### config.mk
export PLATFORM = sky130hd
export DESIGN_NAME = id_ex_stage
export DESIGN_NICKNAME = d
export VERILOG_FILES = /design/src/rtl/id_ex_stage.sv
export SDC_FILE = /design/constraint.sdc
export NUM_CORES = 1
export LEC_CHECK = 0
export BUFFER_PORTS_ARGS = -buffer_cell sky130_fd_sc_hd__buf_2
export CAP_MARGIN = 5
export CORE_UTILIZATION = 40
export DETAILED_ROUTE_END_ITERATION = 8
export GPL_TIMING_DRIVEN = 0
export HOLD_SLACK_MARGIN = 0.03
export PLACE_DENSITY = 0.7
export SLEW_MARGIN = 15
export SYNTH_ARGS = -nofsm -noshare
export SYNTH_HDL_FRONTEND = slang
export SYNTH_SLANG_ARGS = --single-unit
### constraint.sdc
create_clock -name clk -period 1.7 [get_ports clk]
set_input_delay 0.255 -clock clk [delete_from_list [all_inputs] [get_ports clk]]
set_output_delay 0.255 -clock clk [all_outputs]
set_load 0.05 [all_outputs]
### src/rtl/id_ex_stage.sv
// ID/EX pipeline register: captures decoded fields into the execute stage,
// inserting bubbles on flush/stall, with saturating event counters and a sticky stall-protocol flag.
module id_ex_stage (
    input  logic        clk,
    input  logic        rst_n,
    input  logic        id_valid,
    input  logic [6:0]  id_opcode,
    input  logic [2:0]  id_rsrc1,
    input  logic [2:0]  id_rsrc2,
    input  logic [2:0]  id_rdst,
    input  logic [15:0] id_imm,
    input  logic        id_load,
    input  logic        id_wb,
    input  logic        stallD,
    input  logic        flushE,
    input  logic        hold,
    input  logic        err_clr,
    output logic        ex_valid,
    output logic        ex_load,
    output logic        ex_wb,
    output logic [6:0]  ex_opcode,
    output logic [2:0]  ex_rsrc1,
    output logic [2:0]  ex_rsrc2,
    output logic [2:0]  ex_rdst,
    output logic [15:0] ex_imm,
    output logic        id_ready,
    output logic [15:0] stall_cnt,
    output logic [15:0] flush_cnt,
    output logic        err_stall
);

    localparam logic [15:0] CNT_MAX = 16'hFFFF;

    logic err_set;

    // Flush does not block decode: the squashed slot is simply overwritten by a bubble.
    assign id_ready = ~hold & ~stallD;

    // A legitimate load-use stall only happens while a valid load sits in execute.
    assign err_set = ~hold & ~flushE & stallD & ~(ex_valid & ex_load);

    // NOTE: sequential state uses non-blocking assignments so every register
    // samples pre-edge values, regardless of statement order in the block.
    always_ff @(posedge clk or negedge rst_n) begin
        if (!rst_n) begin
            ex_valid  <= 1'b0;
            ex_load   <= 1'b0;
            ex_wb     <= 1'b0;
            ex_opcode <= '0;
            ex_rsrc1  <= '0;
            ex_rsrc2  <= '0;
            ex_rdst   <= '0;
            ex_imm    <= '0;
            stall_cnt <= '0;
            flush_cnt <= '0;
            err_stall <= 1'b0;
        end else begin
            if (!hold) begin
                if (flushE || stallD) begin
                    ex_valid  <= 1'b0;
                    ex_load   <= 1'b0;
                    ex_wb     <= 1'b0;
                    ex_opcode <= '0;
                    ex_rsrc1  <= '0;
                    ex_rsrc2  <= '0;
                    ex_rdst   <= '0;
                    ex_imm    <= '0;
                    if (flushE) begin
                        if (flush_cnt != CNT_MAX) flush_cnt <= flush_cnt + 16'd1;
                    end else begin
                        if (stall_cnt != CNT_MAX) stall_cnt <= stall_cnt + 16'd1;
                    end
                end else begin
                    ex_valid  <= id_valid;
                    ex_load   <= id_valid & id_load;
                    ex_wb     <= id_valid & id_wb;
                    ex_opcode <= id_opcode;
                    ex_rsrc1  <= id_rsrc1;
                    ex_rsrc2  <= id_rsrc2;
                    ex_rdst   <= id_rdst;
                    ex_imm    <= id_imm;
                end
            end

            // A new violation on the same edge outranks the clear request.
            if (err_set) begin
                err_stall <= 1'b1;
            end else if (err_clr) begin
                err_stall <= 1'b0;
            end
        end
    end

endmodule
==> results of run 1 <==
## per-stage QoR
| step | TNS [ps] | power (mW) | cells | worst slack (ps) |
|---|---|---|---|---|
| floorplan | -90.3 | 2.91 | 217 | -17.4 |
| global placement | -3180 | 3.25 | 422 | -83.4 |
| detailed placement | -2210 | 3.30 | 423 | -105 |
| CTS | 0 | 4.49 | 443 | 51.3 |
| global route | -23.0 | 4.65 | 444 | -18.1 |
| finish | 0 | 4.47 | 444 | 121 |
## worst max path at each step
stage                       from             to  slack (ps)  cells after the start
detailed placement          hold    ex_rsrc2[1]        -100                      5
global placement            hold      ex_imm[0]         -80                      5
finish              stall_cnt[0]   stall_cnt[6]         120                      6
floorplan           flush_cnt[0]  flush_cnt[14]         -20                      6
global route        stall_cnt[0]   stall_cnt[6]         -20                      6
CTS                 flush_cnt[5]  flush_cnt[13]          50                      4
## sequential cells by signal, summed over array words and instances (netlist names)
register,flops
ex_wb,1
ex_rsrc2,3
stall_cnt,16
flush_cnt,16
ex_opcode,7
ex_imm,16
ex_rdst,3
ex_rsrc1,3
ex_load,1
err_stall,1
ex_valid,1
## cell type report
| type | count | share of cell area, % |
|---|---|---|
| sequential | 68 | 45.6 |
| multi-input combinational | 136 | 29.0 |
| timing repair buffer | 115 | 16.0 |
| clock buffer | 14 | 4.28 |
| tap | 96 | 3.16 |
| buffer | 10 | 1.35 |
| inverter | 3 | 0.296 |
| clock inverter | 2 | 0.263 |
## cell usage after synthesis
| cell | instances | area, um2 |
|---|---|---|
| and3_1 | 3 | 18.8 |
| nor3_2 | 2 | 20.0 |
| nor3b_1 | 3 | 22.5 |
| dfrtp_1 | 68 | 1700 |
| and2_1 | 1 | 6.26 |
| o41a_1 | 1 | 11.3 |
| o211ai_1 | 1 | 7.51 |
| or2_2 | 1 | 6.26 |
| nand4_1 | 18 | 113 |
| a32o_1 | 2 | 20.0 |
| mux2_1 | 2 | 22.5 |
| inv_1 | 3 | 11.3 |
| buf_2 | 2 | 10.0 |
| a22o_1 | 33 | 289 |
| buf_1 | 1 | 3.75 |
| nor2_1 | 5 | 18.8 |
| xor2_1 | 12 | 105 |
| o21a_1 | 1 | 7.51 |
| or3b_1 | 1 | 8.76 |
| nor2b_1 | 1 | 6.26 |
| nor4_1 | 2 | 12.5 |
| nand2_1 | 8 | 30.0 |
| o21ai_0 | 1 | 5.00 |
| nor4_2 | 3 | 37.5 |
| nor4b_2 | 1 | 15.0 |
| clkbuf_1 | 6 | 22.5 |
| xnor2_1 | 17 | 149 |
| ha_1 | 2 | 25.0 |
| nand3_1 | 7 | 35.0 |
| and4_1 | 2 | 17.5 |
| nand3b_1 | 1 | 7.51 |
| nor4b_1 | 1 | 8.76 |
| buf_6 | 1 | 11.3 |
| nor3_1 | 3 | 15.0 |
| a21o_1 | 1 | 7.51 |
## where the power goes
part,internal [mW],switching (mW)
logic,0.361,0.889
clock network,0.607,0.576
registers,1.81,0.221
total,2.78,1.69
## cells by family (layout without fill, tap and decap cells)
group	count (synthesis)	count (layout)	synth area share [%]
mux	2	2	0.802
simple gates	63	63	14.2
compound gates	40	40	12.4
xor+xnor	29	29	9.04
flops	68	68	60.6
buf+inv	13	144	2.09
fa+ha+maj	2	2	0.891
## critical path, delay by kind of cell (launching register included)
| family | cells | cell delay (ps) |
|---|---|---|
| buf+inv | 1 | 180 |
| flops | 1 | 440 |
| xor+xnor | 1 | 180 |
| simple gates | 3 | 520 |
| fa+ha+maj | 1 | 170 |
## what timing repair did
action	in CTS	in global routing
setup buffers	3	1
setup endpoints to repair	7	18
endpoints found under the hold margin	34	0
hold buffers	1	0
pin swaps	1	2
gates resized for setup	1	3
## per-layer routing
layer,share of wire [%],vias to the layer above,GRT usage (%),wire [um]
met5,0,-,0,0
met3,6.7,6,6.74,436
met1,44,1100,22.7,2880
met2,48,73,28.5,3100
li1,-,1059,-,-
met4,0.99,0,6.06,64
==> results.md, run 1 <==
- Crit end category: register
- Post-Syn Area: 0.00281 mm2
- Port bufs: 109
- Cell leakage power: 1.89 nW
- Post-layout net count: 386
- Die area: around 0.0074 mm2
- Final WL: 6480 um
- Worst Hold End: err_stall
- Yosys cell types: 35
- DRC: 0
- Hold Path Depth: 2
- Drt pass-1 iters: 4
- Routed wire per std cell: 14.6 um
- Crit path DAT: roughly 1800 ps
- DR iter-0 viols: 41
- RSZ-0062 raised after global routing: yes
- Worst R2R End: stall_cnt[6]
- Sequential fraction of the synthesis area: 60.6%
- Commonest non-fill, non-tap cell in the layout: buf_2
- Fin area: about 0.0038 mm2
- Layout cells sized above 1: 49.1%
- Detailed placer's ending HPWL: roughly 4700 um
- Root buffer cell: clkbuf_8
- Final Wtd Congestion: 0.780
- Post-synthesis net count: 260
- Setup Crit Path Kind: register to register
- Most frequent cells in the layout: 110 x buf_2, 42 x dfrtp_1, 33 x a22o_1
- Vias: 2238
- Die Y: 85.8 um
- Die W: 85.8 um
- VDD IR max: 0.000467 V
- Outcome: finished clean
- Worst Path Max Fanout: 10
- Synth warnings: 0
- Antenna violations before repair: 0
- Number of buffers created by CTS: 9
- Final clock skew: 5.33 ps
- First-pass GRT wire length: 10200 um
- R2R Path Start: stall_cnt[0]
- Mapped Cells: 217
- H-tree Lvls: 3
- Hold_ws: 115 ps
- Worst Hold Class: input port to register
- Area growth syn-to-layout: 35.3%
- Measured slew at the worst slew-check pin: ~560 ps
- Final setup viols: 0
- Synth Register Bits: 68
- # fillers: 618
- R2R cell count: 6
- Final period utilization: 92.9%
- Hold Violations, Final: 0
- Pwr dens: 1180 mW/mm2
- # IOs: 110
- Largest net degree at the start of global routing: 36
- Total GRT Usage: 18.0%
- Fin util: 55.9%
- Vias in the first global route: approximately 2100
- Avg Inst Size Synth: 12.9 um2
- Sequential cell area: 0.00173 mm2
- Core area: ~0.0068 mm2
- # Max-Cap Violations: 0
- Slew margin rel.: 62.7%
- Fmax: 0.633 GHz
- Post-route ant nets: 0
- Clk Latency, worst-skew pair: 330 ps
- Worst-path clk slew: 70 ps
- Via-per-instance ratio: 5.04
- Area of the multi-input gates: between 0.001 and 0.0015 mm2
- Slew Viols, Final: 0
- Hold_sp: err_clr
- Delay of the slowest critical-path stage: roughly 440 ps
- Critical Path RT: 1950 ps
- Crit-path slowest cell: dfrtp_2
- Dpl cell area: 0.00357 mm2
- ANT cells: 0
- R2R setup slack: 120 ps
- Sink Count: 68
- Std cell rows: 30
- CP Cell Sequence: ha_4 > nand4_1 > nor4_2 > buf_4 > nor4b_2 > xor2_1
- Initial Utilization: 41.3%
- Clock Path Buffers: 2
- Crit path time final: 1580 ps
- GR Overflow Total: 0
- CP Launch Type: register
- CTS tree: yes
Power figures use the tool's default switching activity.
==> inputs of run 2 (changes only) <==
--- a/config.mk
+++ b/config.mk
@@ -7,11 +7,10 @@
 export LEC_CHECK = 0
 export BUFFER_PORTS_ARGS = -buffer_cell sky130_fd_sc_hd__buf_2
 export CAP_MARGIN = 5
-export CORE_UTILIZATION = 40
+export CORE_UTILIZATION = 31
 export DETAILED_ROUTE_END_ITERATION = 8
 export GPL_TIMING_DRIVEN = 0
 export HOLD_SLACK_MARGIN = 0.03
-export PLACE_DENSITY = 0.7
 export SLEW_MARGIN = 15
 export SYNTH_ARGS = -nofsm -noshare
 export SYNTH_HDL_FRONTEND = slang
==> results.md, run 2 (same netlist as run 1, synthesis figures left out) <==
- Outcome: finished clean
- Post-place setup slack: -212 ps
- CP Launch Type: register
- R2R setup slack: 30 ps
- Final WL: 6630 um
- Antenna violations before repair: 0
- CTS tree: yes
- Via-per-instance ratio: 4.90
- Layout cells sized above 1: ~50%
- H-tree Lvls: 3
- Sw Pwr: 1.77 mW
- Met1 Use GR: roughly a fifth
- GR met3 Demand/Resource: approximately 4.5%
- Cell leakage power: 1.91 nW
- Post-route ant nets: 0
- Grt met2 use: 22.2%
- Most frequent cells in the layout: 110 x buf_2, 42 x dfrtp_1, 33 x a22o_1
- Clk pwr share: 27.6%
- Die Y: ~97 um
- Worst Path Max Fanout: 10
- R2R Path Start: stall_cnt[1]
- DRC: 0
- Slew Viols, Final: 0
- Core area: 0.00876 mm2
- Final period utilization: between 90% and 100%
- Die area: 0.00945 mm2
- VDD IR max: 0.000402 V
- Drt pass-1 iters: 4
- Crit path DAT: 1880 ps
- Worst R2R End: stall_cnt[9]
- Routed wire per std cell: approximately 14 um
- ANT cells: 0
- WP buf/inv: 1
- Die W: 97.2 um
- R2R cell count: 6
- First-pass GRT wire length: around 11000 um
- Commonest non-fill, non-tap cell in the layout: buf_2
- Port bufs: 109
- Final setup viols: 0
- Dpl cell area: 0.00358 mm2
- # Max-Cap Violations: 0
- Hold Violations, Final: 0
- Worst Hold Class: input port to register
- CP Cell Sequence: ha_4 > nand4_1 > nor4_4 > buf_6 > nor3_1 > xor2_1
- # IOs: 110
- Sink Count: 68
- Vias: 2246
- DR iter-0 viols: 40
- Part of the power in combinational logic: 27.9%
- Detailed placer's ending HPWL: 4720 um
- Std cell rows: 34
- Clock Path Buffers: 2
- Critical Path Source: stall_cnt[1]
- Final clock skew: 11.2 ps
- Flop pwr share: 44.5%
- CP top delay family: simple AND/OR/NAND/NOR gates
- Root buffer cell: clkbuf_8
- Vias in the first global route: between 2000 and 2500
- Setup Crit Path Kind: register to register
- Total GRT Usage: between 10% and 20%
- Grt peak-use layer: met2
- Pwr dens: 1180 mW/mm2
- Delay of the slowest critical-path stage: 400 ps
- Critical Path RT: 1910 ps
- Largest net degree at the start of global routing: 38
- CP endpoint: stall_cnt[9]
- Worst path depth: 6
- GR Overflow Total: 0
- Final Wtd Congestion: 0.723
- Crit-path slowest cell: dfrtp_2
- Initial Utilization: 32.1%
- Fin area: about 0.0038 mm2
- Post-layout net count: 388
- RSZ-0062 raised after global routing: yes
- Setup ws final: 30.7 ps
- Area growth syn-to-layout: 37.1%
- Number of buffers created by CTS: 9
- Clk Latency, worst-skew pair: 340 ps
- Fmax: 0.599 GHz
- Crit end category: register
- Switch share: 39.0%
- Internal power: 2.77 mW
- Worst-path clk slew: 90 ps
- Crit path time final: 1670 ps
- Measured slew at the worst slew-check pin: around 600 ps
- Slew margin rel.: 59.8%
- Regs by FF count: ex_imm: 16 flops, flush_cnt: 16 flops, stall_cnt: 16 flops
-- run 2: cell count changes in the layout (fill, tap and decap cells not counted), sizes merged --
cell / change
clkinvlp: +1
buf: +2
clkbuf: -4
inv: +2
clkinv: +1
-- run 2: power by group through the flow --
| stage | Sequential [mW] | Combinational, mW | Clock (mW) |
|---|---|---|---|
| after floorplan | 2.64 | 0.271 | 0 |
| after global placement | 2.06 | 1.19 | 0 |
| after detailed placement | 2.06 | 1.21 | 0 |
| after CTS | 2.02 | 1.25 | 1.29 |
| after global routing | 2.05 | 1.35 | 1.38 |
| final | 2.02 | 1.26 | 1.25 |
-- run 2: cell type report --
type | count | area, um2
Buffer | 10 | 55.1
Clock buffer | 10 | 138
Clock inverter | 6 | 47.5
Fill cell | 834 | 4910
Inverter | 3 | 11.3
Multi-Input combinational cell | 136 | 1110
Sequential cell | 68 | 1730
Tap cell | 108 | 135
Timing Repair Buffer | 117 | 623
-- run 2: worst min path at each step --
stage,to,cells after the start,slack (ps),from
after floorplan,err_stall,0,-40,rst_n
after CTS,err_stall,2,100,err_clr
after detailed placement,stall_cnt[15],1,230,rst_n
after global routing,ex_imm[12],2,100,id_imm[12]
final,err_stall,2,110,err_clr
after global placement,err_stall,2,460,err_clr
-- run 2: metal layers --
layer	routed length, um	vias to the layer above
met5	0	-
met4	99	0
met3	352	10
met2	3020	75
met1	3160	1093
li1	-	1068
-- run 2: per-stage QoR --
stage / setup TNS, ps / utilization [%] / instances / power, mW / hold slack [ps]
finish: 0 / 43.9 / 458 / 4.53 / 110
CTS: 0 / 43.3 / 454 / 4.56 / 95.3
global placement: -6910 / 40.6 / 434 / 3.26 / 457
floorplan: -90.3 / - / 217 / 2.91 / -40.6
detailed placement: -5610 / 40.9 / 435 / 3.28 / 231
global route: -795 / 43.9 / 458 / 4.78 / 103
-- run 2: repair_timing --
action                                 CTS  global route
setup endpoints to repair                3            22
hold buffers                             1             0
gates resized for setup                  1             4
buffers inserted                         2             4
cloned                                   0             0
endpoints found under the hold margin   31             0
pin swaps                                1             2
-- run 2: worst reg2reg max path, stage by stage, from the launching register on --
cell and delay, ps:
dfrtp_2 400, ha_4 140, nand4_1 210, nor4_4 360, buf_6 200, nor3_1 70
xor2_1 150
==> inputs of run 3 (changes only) <==
==> constraint.sdc (replaced) <==
create_clock -name clk -period 1.7 [get_ports clk]
set_input_delay 0.085 -clock clk [delete_from_list [all_inputs] [get_ports clk]]
set_output_delay 0.085 -clock clk [all_outputs]
set_load 0.05 [all_outputs]
==> results.md, run 3 (same netlist as run 1, synthesis figures left out) <==
- Via-per-instance ratio: 4.84
- Post-place setup slack: -41.7 ps
- Core area: 0.00876 mm2
- Most frequent cells in the layout: 109 x buf_2, 42 x dfrtp_1, 39 x dlygate4sd3_1
- Final setup viols: 0
- Port bufs: between 100 and 150
- Fmax: about 0.60 GHz
- Clk Latency, worst-skew pair: around 340 ps
- First-pass GRT wire length: about 12000 um
- # IOs: 110
- Setup Crit Path Kind: register to register
- R2R cell count: 6
- R2R Path Start: stall_cnt[1]
- CP Cell Sequence: ha_4 > nand4_1 > nor4_4 > buf_6 > nor3_1 > xor2_1
- Crit path time final: 1670 ps
- Root buffer cell: clkbuf_8
- Drt pass-1 iters: 4
- Total GRT Usage: 15.9%
- Final WL: 7100 um
- ANT cells: 0
- Largest net degree at the start of global routing: 38
- DRC: 0
- Setup ws final: 34.4 ps
- Std cell rows: 34
- Routed wire per std cell: 14.3 um
- Clock Path Buffers: 2
- Slew margin rel.: 60.1%
- Detailed placer's ending HPWL: 4720 um
- VDD IR max: ~0.00038 V
- Final Wtd Congestion: 0.723
- GR Overflow Total: 0
- Final Non-Filler Cells: 496
- Worst Hold Class: input port to register
- Vias in the first global route: 2393
- Layout cells sized above 1: approximately 45%
- Die W: 97.2 um
- Outcome: finished clean
- Placed Cells: 435
- Worst Hold End: ex_imm[15]
- Die Y: approximately 97 um
- Fin util: 48.3%
- DR iter-0 viols: 46
- Initial Utilization: between 30% and 40%
- Slew Viols, Final: 0
- Hold Path Depth: 3
- H-tree Lvls: 3
- Final period utilization: a little over nine tenths
- CP Launch Type: register
- Hold Violations, Final: 0
- Tot Pwr: approximately 4.6 mW
- Worst Path Max Fanout: 10
- Crit path DAT: 1880 ps
- Post-route ant nets: 0
- # fillers: 795
- Hold_sp: stallD
- Critical Path RT: 1910 ps
- CTS tree: yes
- CP top delay family: simple AND/OR/NAND/NOR gates
- Final clock skew: 10.9 ps
- WP buf/inv: 1
- Measured slew at the worst slew-check pin: 595 ps
- Worst R2R End: stall_cnt[9]
- Regs by FF count: ex_imm: 16 flops, flush_cnt: 16 flops, stall_cnt: 16 flops
- R2R setup slack: 30 ps
- Pwr dens: 1090 mW/mm2
- Delay of the slowest critical-path stage: 400 ps
- Vias: about 2400
- Post-layout net count: 426
- Cell leakage power: 2.08 nW
- Number of buffers created by CTS: 9
- Area growth syn-to-layout: 50.6%
- Fin area: roughly 0.0042 mm2
- Sink Count: approximately 70
- RSZ-0062 raised after global routing: yes
- Worst-path clk slew: 80 ps
- # Max-Cap Violations: 0
- Commonest non-fill, non-tap cell in the layout: buf_2
- Crit-path slowest cell: dfrtp_2
- Antenna violations before repair: 0
- Die area: about 0.0094 mm2
- Dpl cell area: 0.00358 mm2
- Crit end category: register
-- run 3: where the power goes --
group	switching, mW	total (mW)	internal, mW
Clock	0.668	1.25	0.582
Combinational	0.904	1.33	0.430
Sequential	0.207	2.02	1.81
-- run 3: metal layers --
| layer | global-route usage, % | wire [um] | up-vias |
|---|---|---|---|
| met5 | 0 | 0 | - |
| met4 | 6.20 | 133 | 0 |
| met3 | 4.24 | 328 | 14 |
| met2 | 25.5 | 3390 | 84 |
| met1 | 20.4 | 3240 | 1161 |
| li1 | - | - | 1144 |
-- run 3: worst register-to-register path: cells and delay by family (launching register included) --
family	cells	cell delay, ps
adders and majority gates	1	140
and+or+nand+nor	3	640
buffers and inverters	1	200
DFF	1	400
xor gates and xnor gates	1	150
-- run 3: final cells by class --
cell class / instances / area, um2 / share of cell area, %
Buffer: 10 / 53.8 / 1.27
Multi-Input combinational cell: 136 / 1110 / 26.2
Timing Repair Buffer: 155 / 1000 / 23.7
Inverter: 3 / 11.3 / 0.266
Tap cell: 108 / 135 / 3.20
Sequential cell: 68 / 1730 / 41.0
Clock buffer: 10 / 138 / 3.25
Clock inverter: 6 / 47.5 / 1.12
-- run 3: repair_timing --
| action | 4_1_cts | 5_1_grt |
|---|---|---|
| pin swaps | 1 | 2 |
| gates resized for setup | 0 | 4 |
| endpoints found under the setup margin | 2 | 22 |
| gates cloned | 0 | 0 |
| buffers inserted | 2 | 4 |
| endpoints found under the hold margin | 67 | 0 |
| hold buffers | 39 | 0 |
-- run 3: per-stage QoR --
stage	TNS, ps	hold slack [ps]
2_1_floorplan	-90.3	-211
3_3_place_gp	-71.3	287
3_5_place_dp	-469	61.1
4_1_cts	0	167
5_1_grt	-796	186
6_report	0	168
-- run 3: how the worst max path moves through the flow --
stage | startpoint | to | slack [ps] | cells past startpoint
after floorplan | flush_cnt[0] | flush_cnt[14] | -20 | 6
after global routing | stall_cnt[1] | stall_cnt[1] | -80 | 5
final | stall_cnt[1] | stall_cnt[9] | 30 | 6
after detailed placement | hold | ex_imm[4] | -40 | 5
after global placement | hold | ex_imm[2] | -9 | 5
after CTS | flush_cnt[1] | flush_cnt[10] | 8 | 6
